===== src/rtl/nested_isqrt_pkg.sv =====
// Shared types and helpers for the nested integer square-root sequencer.
package nested_isqrt_pkg;

   typedef enum logic [1:0] {
      IDLE  = 2'd0,
      ISSUE = 2'd1,
      WAIT  = 2'd2
   } state_t;

   // Width of the term index register; never narrower than one bit.
   function automatic int unsigned idx_w(input int unsigned n_terms);
      return (n_terms <= 1) ? 1 : $clog2(n_terms);
   endfunction

endpackage


===== src/rtl/nested_isqrt_add.sv =====
// Adds a W-bit term to a W/2-bit isqrt result.
// Build option NESTED_ISQRT_SAT_ADD_EN: saturate at 2^W-1 on carry-out;
// default build wraps modulo 2^W.
module nested_isqrt_add #(
   parameter int unsigned W = 32
) (
   input  logic [W-1:0]   a_i,
   input  logic [W/2-1:0] b_i,
   output logic [W-1:0]   sum_c
);

`ifdef NESTED_ISQRT_SAT_ADD_EN
   logic [W:0] full_c;

   // Keep the carry so an overflowing sum clamps to all ones.
   always_comb begin
      full_c = {1'b0, a_i} + (W+1)'(b_i);
      sum_c  = full_c[W] ? '1 : full_c[W-1:0];
   end
`else
   // Plain modulo-2^W sum.
   always_comb begin
      sum_c = a_i + W'(b_i);
   end
`endif

endmodule


===== src/rtl/nested_isqrt_fsm.sv =====
// Nested square root res = isqrt(x[0] + isqrt(x[1] + ... + isqrt(x[N-1])))
// computed by time-multiplexing one external isqrt unit of any latency.
// Build option NESTED_ISQRT_SAT_ADD_EN selects saturating term addition.
module nested_isqrt_fsm
   import nested_isqrt_pkg::*;
#(
   parameter int unsigned N_TERMS = 3,
   parameter int unsigned W       = 32
) (
   input  logic                 clk,
   input  logic                 rst,
   input  logic                 arg_vld,
   output logic                 arg_rdy,
   input  logic [N_TERMS*W-1:0] args,
   output logic                 res_vld,
   output logic [W-1:0]         res,
   output logic                 isqrt_x_vld,
   output logic [W-1:0]         isqrt_x,
   input  logic                 isqrt_y_vld,
   input  logic [W/2-1:0]       isqrt_y
);

   localparam int unsigned IDX_W = idx_w(N_TERMS);

   state_t                 state_q;
   logic [N_TERMS*W-1:0]   arg_q;
   logic [W-1:0]           op_q;
   logic [W-1:0]           op_d;
   logic [IDX_W-1:0]       idx_q;
   logic [W-1:0]           res_q;
   logic                   res_vld_q;
   logic                   x_vld_q;
   logic                   rdy_q;
   logic [W-1:0]           addend_c;

   // Select the next-outer term x[idx-1] from the captured argument set.
   always_comb begin
      addend_c = '0;
      for (int unsigned i = 0; i + 1 < N_TERMS; i++) begin
         if (idx_q == IDX_W'(i + 1)) begin
            addend_c = arg_q[i*W +: W];
         end
      end
   end

   nested_isqrt_add #(
      .W(W)
   ) u_add (
      .a_i   (addend_c),
      .b_i   (isqrt_y),
      .sum_c (op_d)
   );

   // Sequencer: accept a set, then issue/wait once per term, innermost first.
   always_ff @(posedge clk) begin
      if (rst) begin
         state_q   <= IDLE;
         arg_q     <= '0;
         op_q      <= '0;
         idx_q     <= '0;
         res_q     <= '0;
         res_vld_q <= 1'b0;
         x_vld_q   <= 1'b0;
         rdy_q     <= 1'b1;
      end else begin
         res_vld_q <= 1'b0;
         x_vld_q   <= 1'b0;
         case (state_q)
            IDLE: begin
               if (arg_vld) begin
                  arg_q   <= args;
                  op_q    <= args[(N_TERMS-1)*W +: W];
                  idx_q   <= IDX_W'(N_TERMS - 1);
                  x_vld_q <= 1'b1;
                  rdy_q   <= 1'b0;
                  state_q <= ISSUE;
               end
            end
            ISSUE: begin
               state_q <= WAIT;
            end
            WAIT: begin
               if (isqrt_y_vld) begin
                  if (idx_q != '0) begin
                     op_q    <= op_d;
                     idx_q   <= idx_q - IDX_W'(1);
                     x_vld_q <= 1'b1;
                     state_q <= ISSUE;
                  end else begin
                     res_q     <= W'(isqrt_y);
                     res_vld_q <= 1'b1;
                     rdy_q     <= 1'b1;
                     state_q   <= IDLE;
                  end
               end
            end
            default: begin
               rdy_q   <= 1'b1;
               state_q <= IDLE;
            end
         endcase
      end
   end

   assign arg_rdy     = rdy_q;
   assign res_vld     = res_vld_q;
   assign res         = res_q;
   assign isqrt_x_vld = x_vld_q;
   assign isqrt_x     = op_q;

endmodule

===== config.mk =====
export PLATFORM = sky130hd
export DESIGN_NAME = nested_isqrt_fsm
export DESIGN_NICKNAME = d
export VERILOG_FILES = /design/src/rtl/nested_isqrt_pkg.sv /design/src/rtl/nested_isqrt_add.sv /design/src/rtl/nested_isqrt_fsm.sv
export SDC_FILE = /design/constraint.sdc
export NUM_CORES = 1
export LEC_CHECK = 0
export CELL_PAD_IN_SITES_DETAIL_PLACEMENT = 0
export CELL_PAD_IN_SITES_GLOBAL_PLACEMENT = 2
export CORE_UTILIZATION = 28
export DETAILED_ROUTE_END_ITERATION = 6
export MAX_ROUTING_LAYER = met4
export PLACE_DENSITY = 0.84
export SKIP_CTS_REPAIR_TIMING = 1
export SLEW_MARGIN = 15
export SYNTH_ARGS = -nofsm -noshare
export SYNTH_HDL_FRONTEND = slang
export SYNTH_SLANG_ARGS = --single-unit

===== constraint.sdc =====
create_clock -name clk -period 6.4 [get_ports clk]
set_clock_uncertainty 0.05 [all_clocks]
set_input_delay 1.6 -clock clk [delete_from_list [all_inputs] [get_ports clk]]
set_output_delay 1.6 -clock clk [all_outputs]
set_load 0.005 [all_outputs]

# [Word-level counts from Yosys, hierarchy flattened]
# Cells that the tools add are included.
[word_totals] reg_bits=119 inputBits=116 output_inout_bits=67 elab_cells=54
[op_classes] add_sub_neg=2 eq_ne=8 n_mux=23 n_bitwise=4 reduce_logical=9
[op_table] cell="32-bit 2-to-1 mux" n=5
[op_table] cell="32-bit one-hot mux with 2 select lines" n=1
[op_table] cell="32-bit by 16-bit adder with 32-bit output" n=1
[op_table] cell="2-bit 2-to-1 mux" n=5
[op_table] cell="1-bit 2-to-1 mux" n=8
[op_table] cell="2-bit != test, second input constant" n=4
[op_table] cell="4-bit AND reduction" n=2
[op_table] cell="2-bit one-hot mux with 3 select lines" n=1
[op_table] cell="2-bit by 1-bit == test with 1-bit output, second input constant" n=2
[op_table] cell="2-bit == test, second input constant" n=2
[op_table] cell="1-bit NOT" n=4
[op_table] cell="2-bit one-hot mux with 2 select lines" n=1
[op_table] cell="2-bit AND reduction" n=2
[op_table] cell="2-bit nonzero test" n=2
[op_table] cell="1-bit one-hot mux with 3 select lines" n=1
[op_table] cell="3-bit AND reduction" n=1
[op_table] cell="3-bit OR reduction" n=1
[op_table] cell="2-bit logical NOT" n=1
[op_table] cell="1-bit one-hot mux with 2 select lines" n=1
[op_table] cell="2-bit by 1-bit subtractor with 2-bit output, second input constant" n=1

# [Depth between registers and ports, before layout]
# Gate-level depths: netlist (run 1).
[depth] word_depth=7 mapped_depth=19 ltp_nobuf=14

# [Modules after synthesis]
# From an unflattened synthesis (run 1), not the netlist that was laid out.
[hier_totals] hier_cells=858 area_unflattened_um2=6492.5
[by_module_without_submodules] mod="nested_isqrt_fsm" instances=1 cells_per_inst=689 area_per_inst_um2=5273.8 seq_area_each_um2=2382.3
[by_module_without_submodules] mod="nested_isqrt_add" instances=1 cells_per_inst=169 area_per_inst_um2=1218.7 seq_area_each_um2=0.0

# [Least setup slack after synthesis (run 1)]
# OpenSTA, ideal clock, no wires.
[synth_timing] path_type="flip-flop to flip-flop" start="register idx_q[0]" end="register op_q[26] (netlist: isqrt_x[26])" setup_time_ns=0.091 arrival_ns=4.008 t_required_ns=6.259 setup_slack_ns=2.251 path_stages_with_launch=20 path_buffers=5 synth_period_minus_slack_ns=4.149 cell_sequence="dfxtp_1 -> inv_1 -> ha_1 -> buf_2 -> buf_2 -> buf_2 -> buf_1 -> buf_1 -> nand2_1 -> o21ai_0 -> ha_1 -> inv_1 -> fa_1 -> and2b_1 -> o211ai_2 -> a211oi_4 -> o211ai_2 -> or4b_1 -> xnor2_1 -> a311oi_1"
[synth_between] elab_chain_cells=7 elab_cells_between_ends=11 classes_between="add/sub: 1; eq/ne: 3; mux: 5; reduce/logical: 2"
[synth_rtl] item="from (decl)" line_no="nested_isqrt_fsm.sv:29" source="logic [IDX_W-1:0] idx_q;"
[synth_rtl] item="from (signal assigned)" line_no="nested_isqrt_fsm.sv:73" source="idx_q <= IDX_W'(N_TERMS - 1);"
[synth_rtl] item="from (signal assigned)" line_no="nested_isqrt_fsm.sv:86" source="idx_q <= idx_q - IDX_W'(1);"
[synth_rtl] item="2-bit by 1-bit == test with 1-bit output" line_no="nested_isqrt_fsm.sv:40" source="if (idx_q == IDX_W'(i + 1)) begin"
[synth_rtl] item="32-bit 2-to-1 mux (2 in series)" line_no="nested_isqrt_fsm.sv:40"
[synth_rtl] item="32-bit by 16-bit adder with 32-bit output" line_no="nested_isqrt_add.sv:23" source="sum_c = a_i + W'(b_i);"
[synth_rtl] item="32-bit 2-to-1 mux" line_no="nested_isqrt_fsm.sv:84" source="if (idx_q != '0) begin"
[synth_rtl] item="32-bit 2-to-1 mux" line_no="nested_isqrt_fsm.sv:83" source="if (isqrt_y_vld) begin"
[synth_rtl] item="32-bit one-hot mux with 2 select lines" line_no="nested_isqrt_fsm.sv:68" source="case (state_q)"
[synth_rtl] item="to (signal assigned)" line_no="nested_isqrt_fsm.sv:72" source="op_q <= args[(N_TERMS-1)*W +: W];"
[synth_rtl] item="to (signal assigned)" line_no="nested_isqrt_fsm.sv:85" source="op_q <= op_d;"
[synth_rtl] item="to (decl)" line_no="nested_isqrt_fsm.sv:27" source="logic [W-1:0] op_q;"
# Several ways; a longest one is shown, not always the timed one. The select of a mux whose other input is x is not followed.
# A chain may end at the register's enable or synchronous reset.

# [Final worst setup path (run 1)]
[layout_timing] start="input port isqrt_y[0]" end="register op_q[26] (netlist: isqrt_x[26])"
[layout_between] elab_chain_cells=4
[layout_rtl] item="from (decl)" line_no="nested_isqrt_fsm.sv:20" source="input logic [W/2-1:0] isqrt_y"
[layout_rtl] item="32-bit by 16-bit adder with 32-bit output" line_no="nested_isqrt_add.sv:23"
[layout_rtl] item="32-bit 2-to-1 mux" line_no="nested_isqrt_fsm.sv:84"
[layout_rtl] item="32-bit 2-to-1 mux" line_no="nested_isqrt_fsm.sv:83"
[layout_rtl] item="32-bit one-hot mux with 2 select lines" line_no="nested_isqrt_fsm.sv:68"
# Every way passes these cells. The select of a mux whose other input is x is not followed.

==> results of run 1 <==
-- per-stage QoR --
| step | util, % | hold slack (ns) | power, mW |
|---|---|---|---|
| 2_1_floorplan | - | 0.382 | 1.01 |
| 3_3_place_gp | 36.9 | 0.375 | 1.19 |
| 3_5_place_dp | 36.9 | 0.383 | 1.19 |
| 4_1_cts | 39.7 | 0.392 | 2.18 |
| 5_1_grt | 39.7 | 0.405 | 2.26 |
| 6_report | 39.7 | 0.388 | 2.16 |
-- worst register-to-register path, stage by stage, from the launching register on --
cell and delay, ns:
dfxtp_1 0.33, inv_1 0.08, ha_1 0.66, nand2_1 0.12
o21ai_0 0.25, ha_1 0.22, inv_1 0.05, fa_1 0.37
and2b_1 0.27, o211ai_2 0.14, a211oi_4 0.31, o211ai_2 0.18
or4b_1 0.56, xnor2_1 0.14, a311oi_1 0.25
-- final timing paths --
| kind | to | depth (start not counted) | slack [ns] |
|---|---|---|---|
| hold / removal | isqrt_x[12] | 2 | 0.39 |
| setup / recovery | isqrt_x[26] | 11 | 2.08 |
| hold reg to reg | isqrt_x[12] | 2 | 0.39 |
| setup reg to reg | isqrt_x[26] | 14 | 2.33 |
-- layout make-up --
| class | count | share of cell area (%) |
|---|---|---|
| inverters | 13 | 0.560 |
| multi-input cells | 671 | 41.3 |
| well taps | 280 | 4.02 |
| repair buffers | 175 | 19.8 |
| clock buffers | 17 | 4.88 |
| flip-flops and latches | 119 | 27.3 |
| clock inverters | 15 | 2.07 |
-- sequential cells by signal, indices dropped and copies added (netlist names) --
name,flops
arg_q,64
isqrt_x,32
arg_rdy,1
idx_q,2
isqrt_x_vld,1
state_q,2
res,16
res_vld,1
-- layer usage --
| layer | global-route usage [%] | vias up | wire length [um] |
|---|---|---|---|
| met5 | - | - | 0 |
| met4 | 5.93 | 0 | 278 |
| met3 | 3.74 | 21 | 1150 |
| met2 | 26.8 | 199 | 8920 |
| met1 | 27.6 | 2863 | 10900 |
| li1 | - | 3210 | - |
-- cell usage in the layout, fill, tap and decap left out, types with 4 or more instances in the layout --
| cell type | instances |
|---|---|
| a211oi_1 | 9 |
| a21oi_1 | 120 |
| a31oi_1 | 5 |
| and2_1 | 5 |
| and3_1 | 4 |
| and4_1 | 4 |
| buf_4 | 10 |
| clkbuf_16 | 17 |
| clkdlybuf4s50_1 | 165 |
| clkinv_4 | 5 |
| conb_1 | 16 |
| dfxtp_1 | 119 |
| ha_1 | 18 |
| inv_1 | 12 |
| nand2_1 | 252 |
| nand3_1 | 21 |
| nand4_1 | 4 |
| nor2_1 | 33 |
| nor3_1 | 7 |
| o211ai_1 | 5 |
| o21ai_0 | 58 |
| o221ai_1 | 11 |
| or3_1 | 8 |
| xnor2_1 | 13 |
| xor2_1 | 10 |
-- cells by family after synthesis --
| logic type | Yosys count | share of synthesized area [%] |
|---|---|---|
| AO/OA/AOI/OAI | 246 | 23.3 |
| XOR/XNOR | 23 | 3.19 |
| adder cells (fa/ha/maj) | 20 | 4.08 |
| buffers and inverters | 86 | 6.35 |
| flip-flops | 119 | 37.8 |
| multiplexers | 3 | 0.476 |
| other | 1 | 0.0594 |
| AND/OR/NAND/NOR | 363 | 24.8 |
-- power breakdown --
group / internal, mW / switching (mW) / total (mW)
Combinational: 0.165 / 0.182 / 0.347
Sequential: 0.791 / 0.0322 / 0.823
Clock: 0.613 / 0.379 / 0.992
Total: 1.57 / 0.593 / 2.16
==> impl_metrics.ini, run 1 <==
[clocking]
cts.path.max_buffers = 2
cts_tree = built
cts_root_buffer = clkbuf_16
cts_made_buffers = 17
insertion_delay_ns = 0.43
cts-htree-levels = 4
cts.sinks = 119
clkTransAtPathRegs_ns = 0.06

[timing]
fin_ws_ns = 2.08
worstMarginPinSlew_ns = 0.893
fmax_ghz = 0.231
fin_crit_ns = 4.32
hold_violations = 0
relSlewSlack_pct = 40.3
timing.setup.tns_ns = 0
maxSlewViolCount = 0
finalCritPeriodShare_pct = 67.5
setup-violations-final = 0
rsz0062_at_grt = no

[die]
dieWidth_um = 152
initial_utilization_pct = 28.7
ioPinCount = 183
dieArea_um2 = 23100
fp.coreArea_um2 = 22000
rows = 54
chipHeight_um = 152

[yosys]
yosysUniqueCellTypes = 65
syn_inst = 861
yosysMostFrequentCell = nand2_1
netlist_top_cells_area = dfxtp_1 38%, nand2_1 15%, a21oi_1 9.5%, o21ai_0 4.6%, ha_1 3.8%
synth_edf_count = 0
syn_area_um2 = 6310
synth_flop_cell = dfxtp_1
synth_top_area_cell = dfxtp_1
ys_seq_elements = 119
yosys_warnings = 0
ys_seq_area_share_pct = 37.8
synth_common_cells = 252 x nand2_1, 120 x a21oi_1, 119 x dfxtp_1, 58 x o21ai_0, 39 x clkbuf_1
ys_async_sr_fraction_pct = 0
synth.avg_cell_area_um2 = 7.33
synth_top_area_share_pct = 37.8

[critical_path]
critPathTopFamily = compound AO/OA/AOI/OAI gates
critPathBufInv = 2
start_kind = input pin
timing.rr.start = idx_q[1]
crit_slowest_cell = or4b_1
critPathKind = in2reg
critPathMostFrequentCell = o211ai_2
worstPathRequired_ns = 6.68
crit_path_cell_trace = clkdlybuf4s50_1, ha_1, inv_1, fa_1, and2b_1, o211ai_2, a211oi_4, o211ai_2, or4b_1, xnor2_1, a311oi_1
arrival_ns = 4.60
cpPeakStageDelay_ns = 0.56
crit_path_start = isqrt_y[0]
end_kind = register
critical_path.max_fanout = 4

[pwr]
power_density_nw_per_um2 = 248
irDropWorstVdd_v = 0.000128
cellLeakagePower_nw = 3.15

[drt]
avgRoutedWirePerCell_um = 16.5
ant_nets = 0
vias = 6293
drt-initial-drc-count = 421
wl_mm = 21.3
firstDrtPassIters = 6
drc = 30
viasPerCell = 4.88

[place]
io_buffers = 166
gp_congestion = 0.834
hpwl_mm = 15.7
dpl_cell_area_um2 = 8110
dp.cells = 1258
pre_cts_slack_ns = 1.65

[final_layout]
nNetsFinal = 1133
multiInputGateArea_um2 = 3600
instances_no_fill = 1290
stdcell_area_um2 = 8710
fill_cells = 2333
diodes = 0
seqCellArea_um2 = 2380
drive_gt1_share_pct = 5.64
area_delta_synth_final_pct = 38.1

[grt]
grt_pass1_vias = 5892
grt_first_pass_wirelength_mm = 33.6
grtUsageTotal_pct = 19.2
antenna_found_initial = 0
grt_max_degree = 66
grt.overflow.total = 0

[outcome]
violations = DRC
status = finished, violations left

[worst_hold_path]
hold_class = reg2reg
hold_start = isqrt_x[12]

[job]
max-cap-violations = 0
No activity file was read; power rests on OpenSTA's default activity.
==> inputs of run 2 (changes only) <==
Settings changed: CORE_UTILIZATION 28 to 24, PLACE_DENSITY 0.84 to 0.77.
Clock period 6.4 ns to 3.6 ns, I/O delays scaled along.
==> impl_metrics.ini, run 2 (synthesized netlist as in run 1, its figures left out) <==
[timing]
fmax_ghz = 0.295
hold_violations = 0
fin_crit_ns = 3.39
whs_ns = 0.389
worstMarginPinSlew_ns = 0.821
finalCritPeriodShare_pct = 94.2
relSlewSlack_pct = 45.1
rsz0062_at_grt = no
maxSlewViolCount = 0
setup-violations-final = 0

[place]
hpwl_mm = 16.6
gp_congestion = 0.873
io_buffers = 166

[die]
rows = 58
ioPinCount = 183
chipHeight_um = 164
dieWidth_um = 164
dieArea_um2 = 26900
fp.coreArea_um2 = 25500
initial_utilization_pct = 24.8

[final_layout]
layout_commonest_cell = nand2_1
drive_gt1_share_pct = 10.1
largest-register = arg_q
largest_reg_flops = 64
nNetsFinal = 1179
area_delta_synth_final_pct = 45.3
mostFrequentLayoutCells = 252 x nand2_1, 165 x clkdlybuf4s50_1, 120 x a21oi_1
final_core_util_pct = 36.0

[drt]
wl_mm = 22.0
firstDrtPassIters = 4
drt-initial-drc-count = 429
vias = 6307
avgRoutedWirePerCell_um = 15.9
drc = 0
ant_nets = 0
viasPerCell = 4.55

[clocking]
insertion_delay_ns = 0.42
cts.path.max_buffers = 2
cts.sinks = 119
cts_made_buffers = 17
cts_tree = built
cts-htree-levels = 4
cts_root_buffer = clkbuf_16
clkTransAtPathRegs_ns = 0.06

[grt]
grtUsageTotal_pct = 17.1
grt_max_degree = 65
grt_pass1_vias = 6100
grt.overflow.total = 0
grt_first_pass_wirelength_mm = 34.1
antenna_found_initial = 0

[pwr]
irDropWorstVdd_v = 0.000263
cellLeakagePower_nw = 3.38
power_density_nw_per_um2 = 427

[critical_path]
critPathKind = in2reg
end_kind = register
arrival_ns = 3.67
start_kind = input pin
worstPathRequired_ns = 3.87
critical_path.max_fanout = 3

[outcome]
status = finished, final reports clean

[job]
max-cap-violations = 0

[worst_hold_path]
hold_class = reg2reg
[run 2: changes by cell type in the layout (fill, tap and decap cells not counted), moves of 2 or more]
cell	delta
ha_1	-2
clkbuf_8	+3
o21ai_1	+2
clkinv_2	-3
clkinvlp_4	+2
buf_4	+45
o21ai_0	-3
clkinv_4	-4
[run 2: critical path, cell delays in order]
cell and delay (ns):
clkdlybuf4s50_1 0.50, ha_2 0.18, inv_1 0.05, fa_2 0.32
and2b_1 0.23, o211ai_2 0.13, a211oi_4 0.33, o211ai_2 0.13
or4b_1 0.49, xnor2_1 0.16, a311oi_1 0.25
[run 2: path summary, 6_finish.rpt]
check                   start     endpoint  slack (ns)  cells after the start
hold / removal    isqrt_x[12]  isqrt_x[12]        0.39                      2
setup reg to reg     idx_q[1]  isqrt_x[26]        0.22                     14
hold reg to reg   isqrt_x[12]  isqrt_x[12]        0.39                      2
setup / recovery   isqrt_y[0]  isqrt_x[26]        0.21                     11
[run 2: final cells by class]
type,instances,area (um2)
Fill cell,2708,16300
Multi-Input combinational cell,671,3620
Inverter,13,48.8
Clock inverter,10,145
Sequential cell,119,2380
Tap cell,330,413
Timing Repair Buffer,221,2080
Clock buffer,21,470
Antenna cell,1,2.50
[run 2: through the flow]
stage | total power, mW | TNS (ns) | cells | setup slack, ns | cell area, um2
global route | 4.09 | 0 | 1385 | 0.00668 | 9170
finish | 3.92 | 0 | 1386 | 0.209 | 9170
global placement | 2.15 | -0.561 | 1352 | -0.235 | 8520
detailed placement | 2.15 | -0.824 | 1352 | -0.271 | 8520
CTS | 3.96 | 0 | 1383 | 0.100 | 9140
floorplan | 1.81 | 0 | 876 | 0.00163 | 6440
[run 2: routing by layer]
metal	global-route usage (%)	wire, um
met5	-	0
met4	4.80	236
met3	2.60	904
met2	24.5	9210
met1	24.6	11700
[run 2: power breakdown]
part           total, mW  internal [mW]  switching [mW]
clock network       1.79           1.14           0.650
registers           1.47           1.41          0.0601
logic              0.659          0.327           0.332
total               3.92           2.88            1.04
